==> src/rtl/sram_user_cmd.sv <==
// sram_user_cmd: push-button front end for the SRAM controller.
// The keys and switches pass through two-flop synchronisers, and each key is
// debounced. Every clean press becomes exactly one command. The command is
// held on a valid/ready handshake until the controller accepts it.
module sram_user_cmd #(
   parameter int DEBOUNCE_CYCLES = 500000,
   parameter int CNT_W           = 20,
   parameter int ADDR_W          = 4,
   parameter int DATA_W          = 4
) (
   input  logic              clock,
   input  logic              reset,
   input  logic              key_write_n,
   input  logic              key_read_n,
   input  logic [ADDR_W-1:0] sw_address,
   input  logic [DATA_W-1:0] sw_data,
   input  logic              cmd_ready,
   output logic              cmd_valid,
   output logic              cmd_write,
   output logic [ADDR_W-1:0] cmd_address,
   output logic [DATA_W-1:0] cmd_data,
   output logic              busy,
   output logic              overrun
);

   // Key vectors use index 1 for the write key and index 0 for the read key.
   localparam int KW = 1;
   localparam int KR = 0;
   localparam logic [CNT_W-1:0] DEB_LAST = CNT_W'(DEBOUNCE_CYCLES - 1);

   typedef enum logic [1:0] {IDLE, ISSUE, WAIT_RELEASE} state_t;

   logic [1:0]        key_p0, key_p1;
   logic [ADDR_W-1:0] addr_p0, addr_p1;
   logic [DATA_W-1:0] data_p0, data_p1;
   logic [1:0]        deb, deb_q, press;
   logic [CNT_W-1:0]  cnt [2];
   state_t            state;

   // Two-flop synchronisers. Keys idle high (released) and switches idle at zero.
   always_ff @(posedge clock or negedge reset) begin
      if (!reset) begin
         key_p0  <= '1;
         key_p1  <= '1;
         addr_p0 <= '0;
         addr_p1 <= '0;
         data_p0 <= '0;
         data_p1 <= '0;
      end else begin
         key_p0  <= {key_write_n, key_read_n};
         key_p1  <= key_p0;
         addr_p0 <= sw_address;
         addr_p1 <= addr_p0;
         data_p0 <= sw_data;
         data_p1 <= data_p0;
      end
   end

   // Per-key debouncer. A level is accepted only after it stays stable long enough.
   // The press pulse is registered one cycle after the debounced fall, so
   // the FSM reacts to the press DEBOUNCE_CYCLES+3 edges after the raw fall.
   always_ff @(posedge clock or negedge reset) begin
      if (!reset) begin
         deb   <= '1;
         deb_q <= '1;
         press <= '0;
         for (int k = 0; k < 2; k++) cnt[k] <= '0;
      end else begin
         for (int k = 0; k < 2; k++) begin
            if (key_p1[k] != deb[k]) begin
               if (cnt[k] == DEB_LAST) begin
                  deb[k] <= key_p1[k];
                  cnt[k] <= '0;
               end else begin
                  cnt[k] <= cnt[k] + CNT_W'(1);
               end
            end else begin
               cnt[k] <= '0;
            end
            deb_q[k] <= deb[k];
            press[k] <= deb_q[k] & ~deb[k];
         end
      end
   end

   // Command FSM. It latches a command on a press and holds it until the
   // controller accepts it. It then waits for both keys to be released.
   always_ff @(posedge clock or negedge reset) begin
      if (!reset) begin
         state       <= IDLE;
         cmd_valid   <= 1'b0;
         cmd_write   <= 1'b0;
         cmd_address <= '0;
         cmd_data    <= '0;
         busy        <= 1'b0;
         overrun     <= 1'b0;
      end else begin
         case (state)
            IDLE: begin
               if (press[KW] || press[KR]) begin
                  cmd_address <= addr_p1;
                  cmd_data    <= data_p1;
                  cmd_write   <= press[KW];
                  cmd_valid   <= 1'b1;
                  busy        <= 1'b1;
                  state       <= ISSUE;
                  if (press[KW] && press[KR]) overrun <= 1'b1;
               end
            end
            ISSUE: begin
               if (|press) overrun <= 1'b1;
               if (cmd_ready) begin
                  cmd_valid <= 1'b0;
                  state     <= WAIT_RELEASE;
               end
            end
            WAIT_RELEASE: begin
               if (|press) overrun <= 1'b1;
               if (&deb) begin
                  busy  <= 1'b0;
                  state <= IDLE;
               end
            end
            default: begin
               cmd_valid <= 1'b0;
               busy      <= 1'b0;
               state     <= IDLE;
            end
         endcase
      end
   end

endmodule

==> config.mk <==
export PLATFORM = sky130hd
export DESIGN_NAME = sram_user_cmd
export DESIGN_NICKNAME = d
export VERILOG_FILES = /design/src/rtl/sram_user_cmd.sv
export SDC_FILE = /design/constraint.sdc
export NUM_CORES = 1
export LEC_CHECK = 0
export BUFFER_PORTS_ARGS = -buffer_cell sky130_fd_sc_hd__buf_2
export CORE_ASPECT_RATIO = 1.1
export CORE_MARGIN = 5
export CORE_UTILIZATION = 53
export DETAILED_ROUTE_END_ITERATION = 6
export GPL_ROUTABILITY_DRIVEN = 0
export PLACE_DENSITY = 0.74
export SETUP_SLACK_MARGIN = 0.1
export SLEW_MARGIN = 20
export SYNTH_ARGS = -nofsm -noshare
export SYNTH_HDL_FRONTEND = slang
export SYNTH_SLANG_ARGS = --single-unit
==> constraint.sdc <==
create_clock -name clock -period 1.9 [get_ports clock]
set_input_delay 0.095 -clock clock [delete_from_list [all_inputs] [get_ports clock]]
set_output_delay 0.095 -clock clock [all_outputs]
set_load 0.02 [all_outputs]
---- Word-level counts from Yosys, hierarchy flattened ----
Cells that the tools add are included.
storage, ports and cells
  flip-flop bits (word level) ............. 80
  output and inout bits ................... 12
  logic and storage cells ................. 69
cells by class
  add/subtract/negate cells ............... 2
  equal/unequal tests ..................... 11
  mux-type cells .......................... 17
  bitwise logic cells ..................... 6
  reduce and logical (&&, ||, !) cells .... 14
operator list
  kind                                                   count
  2-to-1 mux 20 bit                                      4
  adder 20 x 1 -> 20 bit, second input constant          2
  == test 20 x 19 -> 1 bit, second input constant        2
  AND reduction 3 bit                                    3
  inequality test 2 bit, second input constant           4
  AND reduction 2 bit                                    4
  2-to-1 mux 1 bit                                       6
  2-to-1 mux 2 bit                                       3
  case mux 1 bit (3 select lines)                        2
  case mux 2 bit (3 select lines)                        1
  inverter 1 bit                                         4
  AND reduction 4 bit                                    1
  OR reduction 2 bit                                     2
  AND 1 bit                                              2
  == test 2 x 1 -> 1 bit, second input constant          1
  == test 2 bit, second input constant                   1
  logical NOT 2 bit                                      1
  inequality test 1 bit                                  2
  inequality test 2 x 1 -> 1 bit, second input constant  1
  case mux 1 bit (2 select lines)                        1
  nonzero test 2 bit                                     1
  logical AND 1 bit                                      1
  logical OR 1 bit                                       1

---- Longest topological paths before layout ----
  depth after elaboration ................. 4
  gate-level depth with buffers ........... 7

---- Worst setup path after synthesis ----
Ideal clock, no wire load.
  path type ............................... register to register
  start ................................... register cnt[10] in the netlist's numbering
  end ..................................... register cnt[8] in the netlist's numbering
  library setup time ...................... 0.119 ns
  arrival time ............................ 1.754 ns
  data required time ...................... 1.781 ns
  path slack .............................. 0.027 ns
  stages on the path, launching flop included .. 7
  cell sequence ........................... dfrtp_1 > or4b_2 > nor3_1 > a21o_1 > buf_2 > buf_4 > nor2_1
between the ends
  longest elaborated chain between the ends .. 3
ends and longest elaborated chain
  element                          line  text
  start, declared                  37    logic [CNT_W-1:0] cnt [2];
  start signal, assigned by index  75    cnt[k] <= cnt[k] + CNT_W'(1);
  == test 20 x 19 -> 1 bit         71    if (cnt[k] == DEB_LAST) begin
  2-to-1 mux 20 bit                71
  2-to-1 mux 20 bit                70    if (key_p1[k] != deb[k]) begin
No other way between the ends.
A chain may end at the register's enable or synchronous reset.

---- Worst setup path in the final report ----
  start ................................... register cnt[24] in the netlist's numbering
  end ..................................... register cnt[37] in the netlist's numbering
between the ends
  longest elaborated chain between the ends .. 3
  elaborated cells on any way between the ends .. 4
ends and longest elaborated chain
  element                                                             line
  adder 20 x 1 -> 20 bit or == test 20 x 19 -> 1 bit (tied branches)  75, 71
  2-to-1 mux 20 bit *                                                 71
  2-to-1 mux 20 bit *                                                 70
Mark *: on every way between the ends. The rest lies on a longest branch, timed or not.

==> impl_metrics.env <==
export IMPL_setup_tns_ps=0
export IMPL_rsz0062_at_grt="true"
export IMPL_grt_max_degree=56
export IMPL_drv_cap=0
export IMPL_start_util_pct=54.1
export IMPL_clockPowerShare_pct=43.6
export IMPL_insertion_delay_ps=360
export IMPL_syn_area_um2=3330
export IMPL_p_seq_share_pct=52.5
export IMPL_final_cell_mix="dfrtp_1 (70), nor2_1 (31), buf_2 (23)"
export IMPL_hold_class="in -> reg"
export IMPL_synth_cell_types=39
export IMPL_initialDrtViolationCount=123
export IMPL_status="completed"
export IMPL_post_route_util_pct=67.4
export IMPL_route_detailed_drc=0
export IMPL_dieArea_um2=7970
export IMPL_dp_hpwl_mm=4.15
export IMPL_cp_max_fo=8
export IMPL_fp_dieW_um=85.6
export IMPL_cts_max_level=3
export IMPL_path_delay_family="simple AND/OR/NAND/NOR gates"
export IMPL_preCtsSetupSlack_ps=36.7
export IMPL_synth_area_leader_cell="dfrtp_1"
export IMPL_numClockSinks=80
export IMPL_arrival_ps=2050
export IMPL_cts_root_buffer="clkbuf_8"
export IMPL_grt_pass1_vias=2385
export IMPL_switching_share_pct=23.4
export IMPL_synthFlopType="dfrtp_1"
export IMPL_io_pins=25
export IMPL_drive_gt1_share_pct=28.6
export IMPL_r2r_start="cnt[24]"
export IMPL_layout_commonest_cell="dfrtp_1"
export IMPL_max_slew_margin_pct=70.2
export IMPL_end_kind="flop"
export IMPL_num_antenna_cells=0
export IMPL_irDropWorstVdd_mv=0.824
export IMPL_ys_warn_count=0
export IMPL_crit_path_frequent_cell="or4_4"
export IMPL_p_switching_mw=0.782
export IMPL_gr_total_overflow=0
export IMPL_syn_avg_cell_area_um2=11.5
export IMPL_seq_area_um2=2010
export IMPL_crit_path_cell_trace="nand3_2 -> or4_4 -> or4_4 -> a21oi_1"
export IMPL_via_per_inst=5.35
export IMPL_skew_ps=9.68
export IMPL_critPathLaunchType="flop"
export IMPL_synthCells=290
export IMPL_r2r_end="cnt[37]"
export IMPL_die_h_um=93.2
export IMPL_area_growth_syn_to_layout_pct=24.6
export IMPL_cts_tree="yes"
export IMPL_core_area_um2=6160
export IMPL_worst_slack_ps=144
export IMPL_whs_path_depth=4
export IMPL_rows=30
export IMPL_min_to="state[1]"
export IMPL_tightest_slew_ps=443
export IMPL_ant_nets=0
export IMPL_period_minus_slack_ps=1760
export IMPL_yosysSeqAreaShare_pct=60.4
export IMPL_min_from="cmd_ready"
export IMPL_async_reset_ff_share_pct=100
export IMPL_ys_top_cells_by_area="dfrtp_1 (54%), dfstp_2 (6.3%), xnor2_1 (4.5%)"
export IMPL_rrSetupSlack_ps=140
export IMPL_finalCritPeriodShare_pct=92.4
export IMPL_setup_viol=0
export IMPL_nets=373
export IMPL_required_ps=2190
export IMPL_route_final_wire_length_mm=6.65
export IMPL_synthesis_nets=308
export IMPL_clock_path_buffers=2
export IMPL_p_leak_nw=1.85
export IMPL_synth_edf_count=0
export IMPL_critical_path_class="reg -> reg"
export IMPL_drtPass1Iterations=4
export IMPL_cpPeakStageDelay_ps=600
export IMPL_track_usage_pct=17.4
export IMPL_multi_input_area_um2=1300
export IMPL_clock_fmax_mhz=570
export IMPL_final_hold_viol_count=0
export IMPL_numCtsBuffers=9
export IMPL_grt_pass1_wl_mm=10.9
export IMPL_synth_top_cell_area_share_pct=54.1
export IMPL_design_area_um2=4150
export IMPL_intPower_mw=2.57
export IMPL_port_buffers=24
export IMPL_antenna_found_initial=0
export IMPL_critical_path_slowest_cell="or4_4"
export IMPL_drv_slew=0
export IMPL_vias=2352
export IMPL_path_buf_inv=0
export IMPL_clk_pin_slew_worst_paths_ps=90
export IMPL_num_fill_cells=442
export IMPL_place_area_um2=3710
export IMPL_combPwrFrac_pct=3.9
export IMPL_ys_seq_elements=80
export IMPL_r2r_cells=4
export IMPL_wl_per_cell_um=15.1
export IMPL_p_per_area_nw_per_um2=807
export IMPL_p_total_mw=3.35
-- metal layers --
metal	part of all wire, %	global-route usage, %	wire length [um]	vias up
li1	-	-	-	1149
met1	42	20.9	2790	1144
met2	52	29.1	3480	44
met3	3.0	3.35	198	15
met4	2.7	10.2	178	0
met5	0	0	0	-
-- sequential cells by signal, summed over array words and instances, names as in the netlist, 2 cells and up --
signal / count
addr_p0: 4
addr_p1: 4
cmd_address: 4
cmd_data: 4
cnt: 40
data_p0: 4
data_p1: 4
deb: 2
deb_q: 2
key_p0: 2
key_p1: 2
press: 2
state: 2
-- kinds of logic after synthesis --
group	Yosys count	synth area share, %
adder cells (fa/ha/maj)	5	1.88
XOR/XNOR	24	6.31
buffers and inverters	17	2.44
AO/OA/AOI/OAI	37	6.76
flip-flops	80	60.4
multiplexers	12	4.06
AND/OR/NAND/NOR	115	18.2
-- what timing repair did --
| item | in CTS | in global routing |
|---|---|---|
| endpoints found under the setup margin | 5 | 38 |
| pin swaps | 0 | 7 |
| resized for setup | 2 | 16 |
| endpoints found under the hold margin | 45 | 0 |
| buffers inserted | 0 | 4 |
| hold buffers | 11 | 0 |
| cloned | 0 | 1 |
-- through the flow --
step | std cells | hold WS, ps
global placement | 408 | 26.8
detailed placement | 408 | 24.2
finish | 440 | 103
global route | 440 | 149
floorplan | 290 | -201
CTS | 435 | 88.3
-- cell usage after synthesis (2+ instances only) --
library cell / number
or4b_2: 2
o31ai_1: 5
nor3_1: 7
xnor2_1: 17
nor4_1: 7
buf_4: 2
and4_1: 2
nor2_1: 31
or4_1: 6
ha_1: 5
clkbuf_1: 2
inv_1: 10
nor2b_1: 4
dfrtp_1: 72
or3_1: 11
a21oi_1: 14
a22o_1: 2
mux2_2: 12
dfstp_2: 8
xor2_1: 7
nand4_1: 8
buf_2: 2
o21ai_0: 11
nand3_1: 12
nand2_1: 17
-- power by group through the flow --
stage	logic, mW	registers (mW)	clock network, mW
CTS	0.124	1.75	1.48
floorplan	0.0372	1.78	0
global placement	0.103	1.78	0
global route	0.150	1.76	1.55
detailed placement	0.105	1.79	0
finish	0.132	1.76	1.46
-- worst register-to-register path, delay by kind of cell (launching register included) --
family,cells,cell delay [ps]
AO/OA/AOI/OAI,1,140
flip-flops,1,400
AND/OR/NAND/NOR,3,1140
-- area by class of cell --
cell class | count | share of cell area, %
well taps | 80 | 2.41
multi-input cells | 193 | 31.3
flip-flops and latches | 80 | 48.5
clock inverters | 7 | 2.71
repair buffers | 61 | 11.2
clock buffers | 9 | 2.98
inverters | 10 | 0.904
-- worst max path at each step --
stage / endpoint / cells past startpoint / from
after floorplan: cnt[8] / 6 / cnt[10]
after global placement: cnt[37] / 4 / cnt[24]
after detailed placement: cnt[39] / 4 / cnt[26]
after CTS: cnt[16] / 5 / cnt[10]
after global routing: cnt[37] / 4 / cnt[24]
final: cnt[37] / 4 / cnt[24]
(Power assumes the default switching activity.)
